**src/rtl/cache_mem_arbiter.sv**
```systemverilog
// Round-robin arbiter sharing one fixed-latency single-port memory between the
// i-cache and d-cache fill paths; one access in flight at a time.
module cache_mem_arbiter #(
    parameter int MEM_LAT = 2
) (
    input  logic        clk,
    input  logic        rst,
    input  logic        i_req,
    input  logic        i_we,
    input  logic [14:0] i_addr,
    input  logic [15:0] i_wdata,
    output logic        i_gnt,
    output logic        i_done,
    output logic [15:0] i_rdata,
    input  logic        d_req,
    input  logic        d_we,
    input  logic [14:0] d_addr,
    input  logic [15:0] d_wdata,
    output logic        d_gnt,
    output logic        d_done,
    output logic [15:0] d_rdata,
    output logic        m_en,
    output logic        m_we,
    output logic [14:0] m_addr,
    output logic [15:0] m_wdata,
    input  logic [15:0] m_rdata
);
    // state    | meaning
    // S_IDLE   | no access in flight, arbitrating
    // S_ACCESS | grant + memory strobe cycle
    // S_WAIT   | counting down memory latency
    // S_DONE   | completion pulse, arbitrating for the next access
    typedef enum logic [1:0] {S_IDLE, S_ACCESS, S_WAIT, S_DONE} state_t;

    localparam logic [3:0] LAT = 4'(MEM_LAT);

    state_t      r_state;
    logic        r_sel_i;
    logic        r_prio_i;
    logic        r_we;
    logic [14:0] r_addr;
    logic [15:0] r_wdata;
    logic [3:0]  r_cnt;
    logic        r_i_gnt;
    logic        r_d_gnt;
    logic        r_i_done;
    logic        r_d_done;
    logic [15:0] r_i_rdata;
    logic [15:0] r_d_rdata;
    logic        r_m_en;

    logic        w_any_req;
    logic        w_pick_i;

    assign w_any_req = i_req | d_req;
    // i-side wins when alone, or on a tie when the pointer favours it
    assign w_pick_i  = i_req & (~d_req | r_prio_i);

    always_ff @(posedge clk) begin
        if (rst) begin
            r_state   <= S_IDLE;
            r_sel_i   <= 1'b0;
            r_prio_i  <= 1'b0;
            r_we      <= 1'b0;
            r_addr    <= '0;
            r_wdata   <= '0;
            r_cnt     <= '0;
            r_i_gnt   <= 1'b0;
            r_d_gnt   <= 1'b0;
            r_i_done  <= 1'b0;
            r_d_done  <= 1'b0;
            r_i_rdata <= '0;
            r_d_rdata <= '0;
            r_m_en    <= 1'b0;
        end else begin
            r_i_gnt  <= 1'b0;
            r_d_gnt  <= 1'b0;
            r_i_done <= 1'b0;
            r_d_done <= 1'b0;
            r_m_en   <= 1'b0;
            case (r_state)
                S_IDLE, S_DONE: begin
                    if (w_any_req) begin
                        r_sel_i  <= w_pick_i;
                        r_prio_i <= ~w_pick_i;
                        r_we     <= w_pick_i ? i_we    : d_we;
                        r_addr   <= w_pick_i ? i_addr  : d_addr;
                        r_wdata  <= w_pick_i ? i_wdata : d_wdata;
                        r_i_gnt  <= w_pick_i;
                        r_d_gnt  <= ~w_pick_i;
                        r_m_en   <= 1'b1;
                        r_state  <= S_ACCESS;
                    end else begin
                        r_state  <= S_IDLE;
                    end
                end
                S_ACCESS: begin
                    r_cnt   <= LAT;
                    r_state <= S_WAIT;
                end
                S_WAIT: begin
                    if (r_cnt == 4'd1) begin
                        r_state <= S_DONE;
                        if (r_sel_i) begin
                            r_i_done <= 1'b1;
                            if (!r_we) r_i_rdata <= m_rdata;
                        end else begin
                            r_d_done <= 1'b1;
                            if (!r_we) r_d_rdata <= m_rdata;
                        end
                    end
                    r_cnt <= r_cnt - 4'd1;
                end
                default: r_state <= S_IDLE;
            endcase
        end
    end

    assign i_gnt   = r_i_gnt;
    assign d_gnt   = r_d_gnt;
    assign i_done  = r_i_done;
    assign d_done  = r_d_done;
    assign i_rdata = r_i_rdata;
    assign d_rdata = r_d_rdata;
    assign m_en    = r_m_en;
    assign m_we    = r_we;
    assign m_addr  = r_addr;
    assign m_wdata = r_wdata;
endmodule

```
**config.mk**
```make
export PLATFORM = sky130hd
export DESIGN_NAME = cache_mem_arbiter
export DESIGN_NICKNAME = d
export VERILOG_FILES = /design/src/rtl/cache_mem_arbiter.sv
export SDC_FILE = /design/constraint.sdc
export NUM_CORES = 1
export LEC_CHECK = 0
export BUFFER_PORTS_ARGS = -buffer_cell sky130_fd_sc_hd__buf_4
export CAP_MARGIN = 20
export CORE_UTILIZATION = 49
export CTS_CLUSTER_DIAMETER = 60
export CTS_CLUSTER_SIZE = 16
export DETAILED_ROUTE_END_ITERATION = 8
export GPL_ROUTABILITY_DRIVEN = 0
export PLACE_DENSITY = 0.84
export SYNTH_ARGS = -nofsm -noshare
export SYNTH_HDL_FRONTEND = slang
export SYNTH_SLANG_ARGS = --single-unit
```
**constraint.sdc**
```tcl
create_clock -name clk -period 3.18 [get_ports clk]
set_clock_uncertainty 0.1 [all_clocks]
set_input_delay 0.318 -clock clk [delete_from_list [all_inputs] [get_ports clk]]
set_output_delay 0.318 -clock clk [all_outputs]
set_load 0.03 [all_outputs]
```
# Yosys cells after proc, flatten, opt, wreduce, memory -nomap -nowiden
# Cells that the tools add are included.
# Widths: inputs -> output; s select.
# word_totals
regBits	77
output_inout_bits	69
# classes
n_reduce_logical	9
muxes	10
bitwise_logic	11
n_eq_ne	5
addsub	1
# op_table
op	count
$mux 16	1
$mux 15	1
$not 1->1	8
$pmux 4 s2	1
$reduce_and 4->1	2
$pmux 2 s3	1
$reduce_or 3->1	2
$mux 1	5
$eq 2x2->1 const B	2
$eq 4x1->1 const B	1
$reduce_or 2->1	2
$sub 4x1->4 const B	1
$eq 2x1->1 const B	1
$logic_not 2->1	1
$mux 2	1
$ne 2x2->1 const B	1
$or 1x1->1	2
$reduce_and 2->1	1
$reduce_bool 2->1	1
$and 1x1->1	1

# Depth between registers and ports, before layout
# Gate-level depths: netlist (run 1).
# logic_depth
ltp_word	4
mapped_depth	7
ltp_nobuf	5

# Worst setup path after synthesis (run 1)
# No wires, ideal clock.
# synth_path
path_kind	register -> register
start	register r_state[0]
end	register r_d_rdata[10] (netlist: d_rdata[10])
setup_ps	72
path_buffers	1
slack_ps	1426
stages_incl_launch_ff	7
arrival_ps	1582
period_less_slack_ps	1754
path_cell_list	dfxtp_1 inv_1 ha_1 nand4bb_4 nor3_2 buf_6 mux2i_1
# synth_via
elab_chain_len	2
# synth_rtl
item	line_no	source
from (decl)	37	state_t r_state;
from (signal assigned)	61	r_state <= S_IDLE;
from (signal assigned)	92	r_state <= S_ACCESS;
from (signal assigned)	94	r_state <= S_IDLE;
$eq 2x2->1	81	case (r_state)
$reduce_and 4->1 (no line)	n/a	
to (signal assigned)	109	if (!r_we) r_d_rdata <= m_rdata;
to (decl)	49	logic [15:0] r_d_rdata;
# No other way between the ends.
# A chain may end at the register's enable or synchronous reset.

# Worst setup path after layout (run 1)
# layout_path
start	register r_state[0]
end	register r_addr[0] (netlist: m_addr[0])
# layout_via
elab_chain_len	3
elab_cells_between_ends	4
# layout_rtl
item	line_no	source
$eq 2x2->1 / $logic_not 2->1 (equally long branches)	81	
$reduce_or 2->1 *	81	
$reduce_and 2->1 (no line) *	n/a	
to (signal assigned)	87	r_addr <= w_pick_i ? i_addr : d_addr;
to (decl)	41	logic [14:0] r_addr;
# Mark *: on every way between the ends. The rest lies on a longest branch, timed or not.

==> results of run 1 <==
==> flip-flops by register name (all words and copies together), names as in the netlist <==
signal,flops
d_gnt,1
r_state,2
m_addr,15
d_rdata,16
i_gnt,1
m_wdata,16
d_done,1
m_en,1
i_done,1
m_we,1
r_prio_i,1
r_sel_i,1
r_cnt,4
i_rdata,16
==> cell type report <==
type                    count  area [sq um]
fillers                   447          1548
inverters                   6         22.52
well taps                  75         93.84
clock inverters             6         86.33
multi-input cells         185          1495
repair buffers            156          1171
clock buffers              10         137.6
flip-flops and latches     77          1541
==> report_power, final <==
part	internal [mW]	switching, mW
Combinational	0.504	0.681
Sequential	1.15	0.106
Clock	0.462	0.345
Total	2.11	1.13
==> cell families (layout without fill, tap and decap cells) <==
kind of cell	Yosys count	in the layout	synth area share (%)
mux	33	33	10.42
flops	77	77	48.62
buf+inv	30	178	4.538
compound gates	45	45	12.98
simple gates	104	104	22.26
fa+ha+maj	3	3	1.184
==> through the flow <==
| step | hold WS, ns | instances | utilization (%) | setup slack [ns] |
|---|---|---|---|---|
| floorplan | 0.3383 | 292 | - | 1.426 |
| global placement | 0.3562 | 499 | 70.94 | 1.093 |
| detailed placement | 0.3573 | 499 | 70.94 | 1.017 |
| CTS | 0.09134 | 515 | 74.61 | 1.015 |
| global route | 0.08459 | 515 | 74.61 | 0.8749 |
| finish | 0.1050 | 515 | 74.61 | 1.038 |
==> cells in the final DEF, fill, tap and decap left out, drive strengths merged, types with 6 or more instances in the layout <==
cell,Yosys,layout
nor2,6,6
dfxtp,77,77
nand2b,49,49
inv,6,6
buf,3,156
nor3b,35,35
mux2i,33,33
a221o,32,32
clkbuf,21,10
==> worst paths after layout <==
kind                            slack [ns]  cells past startpoint        from    endpoint
worst min register to register        0.37                      2  r_state[0]  r_state[0]
worst min-delay path                  0.10                      2   i_addr[5]   m_addr[5]
worst max register to register        1.04                      6  r_state[0]   m_addr[0]
worst max-delay path                  1.04                      6  r_state[0]   m_addr[0]
==> layer usage <==
layer	up-vias	track usage, %	routed length (microns)
li1	1341	-	-
met1	1283	25.99	3402
met2	126	38.35	3724
met3	16	8.132	700
met4	0	10.53	154
met5	-	0	0
==> metrics.txt, run 1 <==
Tightest Pin Transition 0.9126 ns; vias 2766; 1st-iter DRT viols 124; Crit. End Element flop; Die X 82.44 microns; Ant. Diodes 0; initial antenna violation count 0; htree depth 3; die footprint 0.006796 sq mm; largest area contributor in the netlist dfxtp_1; most common cell in the synthesized netlist dfxtp_1; Mapped Area 0.003171 sq mm; cell family with most CP delay compound AO/OA/AOI/OAI gates; period utilization 67.35%; DR vias/cell 5.371; DP Area 0.004324 sq mm; Longest Clk Path Bufs 2; Most used DFF post-synth dfxtp_1; Req. time, crit path 3.29 ns; Post-CTS Setup Inserts 0; CP arrival 2.25 ns; total power 3.246 mW; # clock sinks 77; yosys synthesis warning count 0; Final Slew Violations 0; largest cells by area after synthesis dfxtp_1 (49%), mux2i_1 (10%), a221o_1 (10%); kind of start point of the critical path flop; Hold Fails Final Rpt 0; first-pass GRT wire length 11730 microns; sequential share of the synthesized area 48.62%; Routed WL 7982 microns; Worst Path Buf+Inv 2; average size of a mapped cell 10.86 sq um; routed length per placed instance 15.50 microns; global route overflow 0; Final Setup Violations 0; Final min period 2.142 ns; number of nets with antenna violations after routing 0; Pleak 2.059 nW; fin nets 522; CTS root buf clkbuf_8; share of the synthesized area in the top cell type 48.62%; crit-path max FO 27; register bit count reported by yosys 77; row count 28; max-cap viol count 0; Mapped Cells 292; commonest cells in the netlist dfxtp_1 (77), nand2b_1 (49), nor3b_1 (35); Crit-path slowest cell ha_1; Synth async-reset ratio 0%; Post-synth EDFFs 0; post-cts resize count 0; largest net degree at the start of global routing 95; post-route cell area 0.004548 sq mm; setup TNS 0 ns; Worst VDD drop 0.0004231 V; CP Class flop to flop; vias in the first global route 2614; die height 82.44 microns; Fmax 466.9 MHz; CP max stage delay 0.52 ns; post-synth cell types 31; CTS tree done; CP Cell Sequence inv_1 -> ha_1 -> o21a_1 -> buf_4 -> nor3b_1 -> a221o_1; Post-route DRC 0; overall routing resource usage 22.90%; Detailed Routing Iterations Pass 1 4; Clock Pin Slew Worst Setup and Hold Paths 0.08 ns; status finished clean; Initial Util 52.01%; Worst-Skew Late Latency 0.33 ns; syn_nets 379; dpl hpwl 5559 microns; total CTS buffers 9; Hold Crit Class primary input to flop; cts hold-fix bufs 0; core area 0.006096 sq mm; area grow syn2layout 43.45%; port buffer count 152; unrepaired setup endpoints after global routing no; power per cell area 713.7 mW/mm^2; Max-slew headroom 39.16%; fraction of layout cells with a size suffix above 1 40.00%; Ports 153
Power figures use the tool's default switching activity.
==> inputs of run 2 (changes only) <==
--- a/config.mk
+++ b/config.mk
@@ -5,14 +5,15 @@
 export SDC_FILE = /design/constraint.sdc
 export NUM_CORES = 1
 export LEC_CHECK = 0
+export ABC_AREA = 1
 export BUFFER_PORTS_ARGS = -buffer_cell sky130_fd_sc_hd__buf_4
 export CAP_MARGIN = 20
-export CORE_UTILIZATION = 49
+export CORE_UTILIZATION = 43
 export CTS_CLUSTER_DIAMETER = 60
 export CTS_CLUSTER_SIZE = 16
 export DETAILED_ROUTE_END_ITERATION = 8
 export GPL_ROUTABILITY_DRIVEN = 0
-export PLACE_DENSITY = 0.84
+export PLACE_DENSITY = 0.76
 export SYNTH_ARGS = -nofsm -noshare
 export SYNTH_HDL_FRONTEND = slang
 export SYNTH_SLANG_ARGS = --single-unit
==> constraint.sdc (replaced) <==
create_clock -name clk -period 1.8 [get_ports clk]
set_clock_uncertainty 0.1 [all_clocks]
set_input_delay 0.18 -clock clk [delete_from_list [all_inputs] [get_ports clk]]
set_output_delay 0.18 -clock clk [all_outputs]
set_load 0.03 [all_outputs]
==> run 2 against run 1 <==
Net effect: routed wire length is 26% higher; non-clock buffer count is 26 higher; maximum frequency is 30% higher; clock-buffer cell count stayed put; combinational power is 150% higher; cell count is 48% higher; register-to-register slack worse by 0.88 ns; hold slack worse by 0.067 ns; die area is 26% higher; sequential power is 78% higher; largest cell class is now multi-input gates; power is 100% higher.
==> metrics.txt, run 2 <==
most frequent cells in the layout buf_4 (162), nor2_1 (100), nand2_1 (98); Final Slew Violations 0 (unchanged); total CTS buffers 9 (unchanged); fin nets 740 (+42%); Tightest Pin Transition 0.9545 ns (+0.04184 ns); overall routing resource usage 23.82% (+0.93 points); status finished clean; WL met3 753 microns (+7.6%); initial antenna violation count 0 (unchanged); Mapped Cells 492 (+68%); area grow syn2layout 44.65%; kind of start point of the critical path flop; CP max stage delay 0.36 ns (-0.16 ns); die footprint 0.008557 sq mm (+26%); Crit. End Element flop; CTS root buf clkbuf_8; Routed WL 10070 microns (+26%); most common cell after layout, fill and taps aside buf_4; total power 6.506 mW (+100%); Ant. Diodes 0 (unchanged); Max-slew headroom 36.13% (-3.0 points); Synth async-reset ratio 0% (unchanged); largest area contributor in the netlist dfxtp_1; met2 wire length 4790 microns (+29%); most common cell in the synthesized netlist nor2_1; syn_nets 579 (+53%); Most used DFF post-synth dfxtp_1; register bit count reported by yosys 77 (unchanged); die height 92.51 microns (+12%); Clock Pin Slew Worst Setup and Hold Paths 0.08 ns (about the same); setup TNS 0 ns (unchanged); commonest cells in the netlist nor2_1 (100), nand2_1 (98), dfxtp_1 (77); WL met1 4280 microns (+26%); vias 3745 (+35%); Post-synth EDFFs 0 (unchanged); Final min period 1.645 ns (-0.4965 ns); CP arrival 1.84 ns (-0.41 ns); vias in the first global route 3527 (+35%); post-synth cell types 28 (-9.7%); Worst Slack Setup Final 0.1548 ns (-0.8835 ns); Mapped Area 0.003522 sq mm (+11%); Crit-path slowest cell ha_2; CTS tree done; 1st-iter DRT viols 131 (+5.6%); global route overflow 0 (unchanged); Hold Crit Class primary input to flop; CP Class flop to flop; Ports 153 (unchanged); DR top layer met4; Req. time, crit path 1.99 ns (-1.30 ns); Final Setup Violations 0 (unchanged); Worst-Skew Late Latency 0.34 ns (about the same); max-cap viol count 0 (unchanged); unrepaired setup endpoints after global routing no; largest cells by area after synthesis dfxtp_1 (44%), nor2_1 (11%), nand2_1 (10%); dpl hpwl 6949 microns (+25%); # clock sinks 77 (unchanged); CP Cell Sequence inv_1 -> ha_2 -> inv_2 -> nor2_4 -> buf_6 -> nand3_1 -> nand3_1 -> nand2_1 -> inv_1; Worst VDD drop 0.001011 V (+140%); sequential share of the synthesized area 43.77% (-4.9 points); Setup WS pre-CTS 0.1241 ns (-0.8934 ns); Post-route DRC 0 (unchanged); Hold Fails Final Rpt 0 (unchanged); first-pass GRT wire length 16200 microns (+38%); Die X 92.51 microns (+12%); port buffer count 152 (unchanged); power per cell area 1277 mW/mm^2 (+79%); DR vias/cell 4.928 (-8.3%); period utilization 91.40% (+24 points); Pleak 2.568 nW (+25%); core area 0.007807 sq mm (+28%); fraction of layout cells with a size suffix above 1 30.55% (-9.5 points); Longest Clk Path Bufs 2 (unchanged); routed length per placed instance 13.25 microns (-15%); htree depth 3 (unchanged); Fmax 607.8 MHz (+30%); row count 32 (+14%); crit-path max FO 12 (-56%); largest net degree at the start of global routing 38 (-60%); average size of a mapped cell 7.159 sq um (-34%); Detailed Routing Iterations Pass 1 6 (+2); Initial Util 45.11% (-6.9 points); Fillers 664 (+49%); share of the synthesized area in the top cell type 43.77% (-4.9 points); number of nets with antenna violations after routing 0 (unchanged); yosys synthesis warning count 0 (unchanged)
run 2: cell families after synthesis:
family / synth area share, %
buffers and inverters: 9.947
adder cells (fa/ha/maj): 1.066
flip-flops: 43.77
AO/OA/AOI/OAI: 4.547
AND/OR/NAND/NOR: 40.68
run 2: cell type report:
type	instances	area, sq um	share of cell area [%]
multi-input combinational	342	1647	32.32
clock buffer	10	137.6	2.701
timing repair buffer	182	1418	27.82
sequential	77	1541	30.26
inverter	41	153.9	3.021
tap	102	127.6	2.505
clock inverter	6	70.07	1.375
run 2: layer usage:
metal / global-route usage (%) / up-vias
li1: - / 1897
met1: 28.49 / 1673
met2: 40.12 / 154
met3: 5.993 / 21
met4: 10.68 / 0
met5: 0 / -
run 2: power by group:
group | internal (mW) | leakage (nW) | switching [mW]
logic | 1.03 | 1.84 | 1.90
registers | 2.03 | 0.628 | 0.203
clock network | 0.687 | 0.0955 | 0.651
run 2: critical path: cells and delay by family (launching register included):
kind          cells  cell delay (ns)
fa+ha+maj         1             0.36
buf+inv           4             0.38
flops             1             0.33
simple gates      4             0.41
run 2: what timing repair did:
item	CTS	global route
hold buffers	19	0
endpoints found under the hold margin	19	0
setup buffers	0	0
setup endpoints to repair	0	14
resized for setup	0	4
run 2: worst paths after layout:
path / startpoint / to / slack [ns] / cells past startpoint
hold reg to reg: r_prio_i / r_prio_i / 0.38 / 2
setup reg to reg: r_state[0] / m_wdata[9] / 0.15 / 9
setup / recovery: r_state[0] / m_wdata[9] / 0.15 / 9
hold / removal: d_addr[10] / m_addr[10] / 0.04 / 5
run 2: metrics by stage:
step	instances	utilization [%]	cell area [sq um]	hold WS, ns
after floorplan	492	-	3522	0.1593
after global placement	725	59.90	4677	0.2852
after detailed placement	725	59.90	4677	0.2845
after CTS	760	65.00	5075	0.02584
after global routing	760	65.26	5095	0.04897
final	760	65.26	5095	0.03791
==> inputs of run 3 (changes only) <==
--- a/config.mk
+++ b/config.mk
@@ -8,12 +8,13 @@
 export ABC_AREA = 1
 export BUFFER_PORTS_ARGS = -buffer_cell sky130_fd_sc_hd__buf_4
 export CAP_MARGIN = 20
-export CORE_UTILIZATION = 43
+export CORE_UTILIZATION = 44
+export CTS_BUF_LIST = sky130_fd_sc_hd__clkbuf_8
 export CTS_CLUSTER_DIAMETER = 60
 export CTS_CLUSTER_SIZE = 16
 export DETAILED_ROUTE_END_ITERATION = 8
 export GPL_ROUTABILITY_DRIVEN = 0
-export PLACE_DENSITY = 0.76
+export PLACE_DENSITY = 0.78
 export SYNTH_ARGS = -nofsm -noshare
 export SYNTH_HDL_FRONTEND = slang
 export SYNTH_SLANG_ARGS = --single-unit
==> run 3 against run 2 <==
Net effect: via count grew 0.69%; global-route usage barely moved; sequential power is essentially flat; power rose by 3.4%; non-clock buffer count is 1 lower; setup slack got worse by 0.040 ns; core utilization increased by 0.94 points; maximum frequency decreased by 2.4%; clock-buffer cell count down 1; critical path type unchanged; largest cell class unchanged.
==> metrics.txt, run 3 (synthesized netlist as in run 2, its figures left out) <==
Die X 91.47 microns (-1.1%); Post-route DRC 0 (unchanged); Hold Fails Final Rpt 0 (unchanged); htree depth 3 (unchanged); CTS root buf clkbuf_8; number of nets with antenna violations after routing 0 (unchanged); FF-to-FF End m_addr[13]; Detailed Routing Iterations Pass 1 4 (-2); Worst VDD drop 0.0007383 V (-27%); fin nets 739 (-0.14%); CP Cell Sequence inv_1 -> ha_1 -> buf_12 -> o21ai_4 -> buf_12 -> nand2_1 -> nand2_1 -> nor2_1 -> nor2_1; most common cell after layout, fill and taps aside buf_4; Ant. Diodes 0 (unchanged); total CTS buffers 9 (unchanged); routed length per placed instance 12.75 microns (-3.8%); global route overflow 0 (unchanged); CP Class flop to flop; crit-path max FO 30 (+18); met1 Use GR 27.08% (-1.4 points); met2 global-route usage 40.60% (+0.48 points); Req. time, crit path 1.92 ns (-0.07 ns); Tightest Pin Transition 0.6042 ns (-0.3503 ns); Ports 153 (unchanged); die footprint 0.008367 sq mm (-2.2%); first-pass GRT wire length 16130 microns (-0.43%); # clock sinks 77 (unchanged); worst reg2reg path depth 9 (unchanged); area grow syn2layout 45.22%; Routed WL 9679 microns (-3.9%); largest net degree at the start of global routing 31 (-18%); CP max stage delay 0.37 ns (about the same); 1st-iter DRT viols 141 (+7.6%); port buffer count 152 (unchanged); initial antenna violation count 0 (unchanged); max-cap viol count 0 (unchanged); power per cell area 1316 mW/mm^2 (+3.0%); row count 32 (unchanged); Crit. End Element flop; Fmax 593.4 MHz (-2.4%); Final Setup Violations 0 (unchanged); grt met3 use 7.035% (+1.0 points); Crit-path slowest cell ha_1; kind of start point of the critical path flop; vias 3771 (+0.69%); Initial Util 45.58% (+0.47 points); fraction of layout cells with a size suffix above 1 30.90% (+0.35 points); unrepaired setup endpoints after global routing no; CTS tree done; Fillers 673 (+1.4%); dpl hpwl 6911 microns (-0.55%); Pleak 2.595 nW (+1.1%); setup TNS 0 ns (unchanged); status finished clean; Final min period 1.685 ns (+0.03996 ns); most frequent cells in the layout buf_4 (163), nor2_1 (100), nand2_1 (98); Post-CTS Setup Inserts 0 (unchanged); Final Slew Violations 0 (unchanged); Hold Crit Class primary input to flop; vias in the first global route 3657 (+3.7%); Clock Pin Slew Worst Setup and Hold Paths 0.09 ns (about the same); core area 0.007727 sq mm (-1.0%); DR vias/cell 4.968 (+0.83%); origin of the critical flop-to-flop path r_state[0]; Worst-Skew Late Latency 0.34 ns (about the same); fin util 66.19% (+0.94 points); crit path to m_addr[13]; Longest Clk Path Bufs 2 (unchanged); period utilization 93.62% (+2.2 points); CP arrival 1.81 ns (-0.03 ns); Max-slew headroom 59.36% (+23 points); GRT busiest layer met2; die height 91.47 microns (-1.1%); CP startpoint r_state[0]; overall routing resource usage 23.81% (about the same); R2R Setup Slk 0.11 ns (-0.04 ns)
run 3: what timing repair did:
| item | 4_1_cts | 5_1_grt |
|---|---|---|
| hold buffers | 15 | 0 |
| resized for setup | 0 | 1 |
| endpoints found under the hold margin | 15 | 0 |
| setup endpoints to repair | 0 | 1 |
run 3: stage by stage:
stage | instance area, sq um | setup slack [ns] | total power, mW | instances | hold WS, ns
finish | 5115 | 0.1148 | 6.729 | 759 | 0.01958
global route | 5115 | 0.007990 | 7.163 | 759 | 0.02119
CTS | 5110 | 0.1025 | 6.770 | 759 | 0.005030
detailed placement | 4737 | 0.1297 | 5.279 | 728 | 0.2848
global placement | 4737 | 0.1863 | 5.198 | 728 | 0.2839
floorplan | 3522 | 0.2120 | 4.261 | 492 | 0.1593
run 3: layout make-up:
class	count	area, sq um	share of cell area [%]
tap	102	127.6	2.495
timing repair buffer	181	1434	28.03
inverter	41	153.9	3.009
clock buffer	9	123.9	2.422
multi-input combinational	342	1635	31.97
sequential	77	1541	30.14
clock inverter	7	98.84	1.932
run 3: metal layers:
metal | vias to the layer above | part of all wire (%) | routed length, microns
met5 | - | 0 | 0
met3 | 21 | 9.2 | 895
li1 | 1897 | - | -
met2 | 169 | 48 | 4635
met4 | 0 | 2.3 | 220
met1 | 1684 | 41 | 3927
run 3: worst min path at each step:
stage                            from     endpoint  slack [ns]  depth (start not counted)
after detailed placement   d_addr[12]   m_addr[12]        0.28                          3
after global placement     d_wdata[2]   m_wdata[2]        0.28                          3
final                     m_rdata[14]  i_rdata[14]        0.02                          3
after floorplan                   rst        i_gnt        0.16                          1
after global routing      m_rdata[10]  i_rdata[10]        0.02                          3
after CTS                 m_rdata[14]  i_rdata[14]       0.005                          3
run 3: where the power goes:
part	leakage, nW	switching [mW]	internal, mW
Sequential	0.628	0.189	2.03
Clock	0.110	0.664	0.788
Combinational	1.86	1.92	1.14
run 3: critical path, delay by kind of cell, from the launching register on:
kind | cells | cell delay, ns
compound gates | 1 | 0.10
flops | 1 | 0.33
fa+ha+maj | 1 | 0.37
simple gates | 4 | 0.25
buf+inv | 3 | 0.41
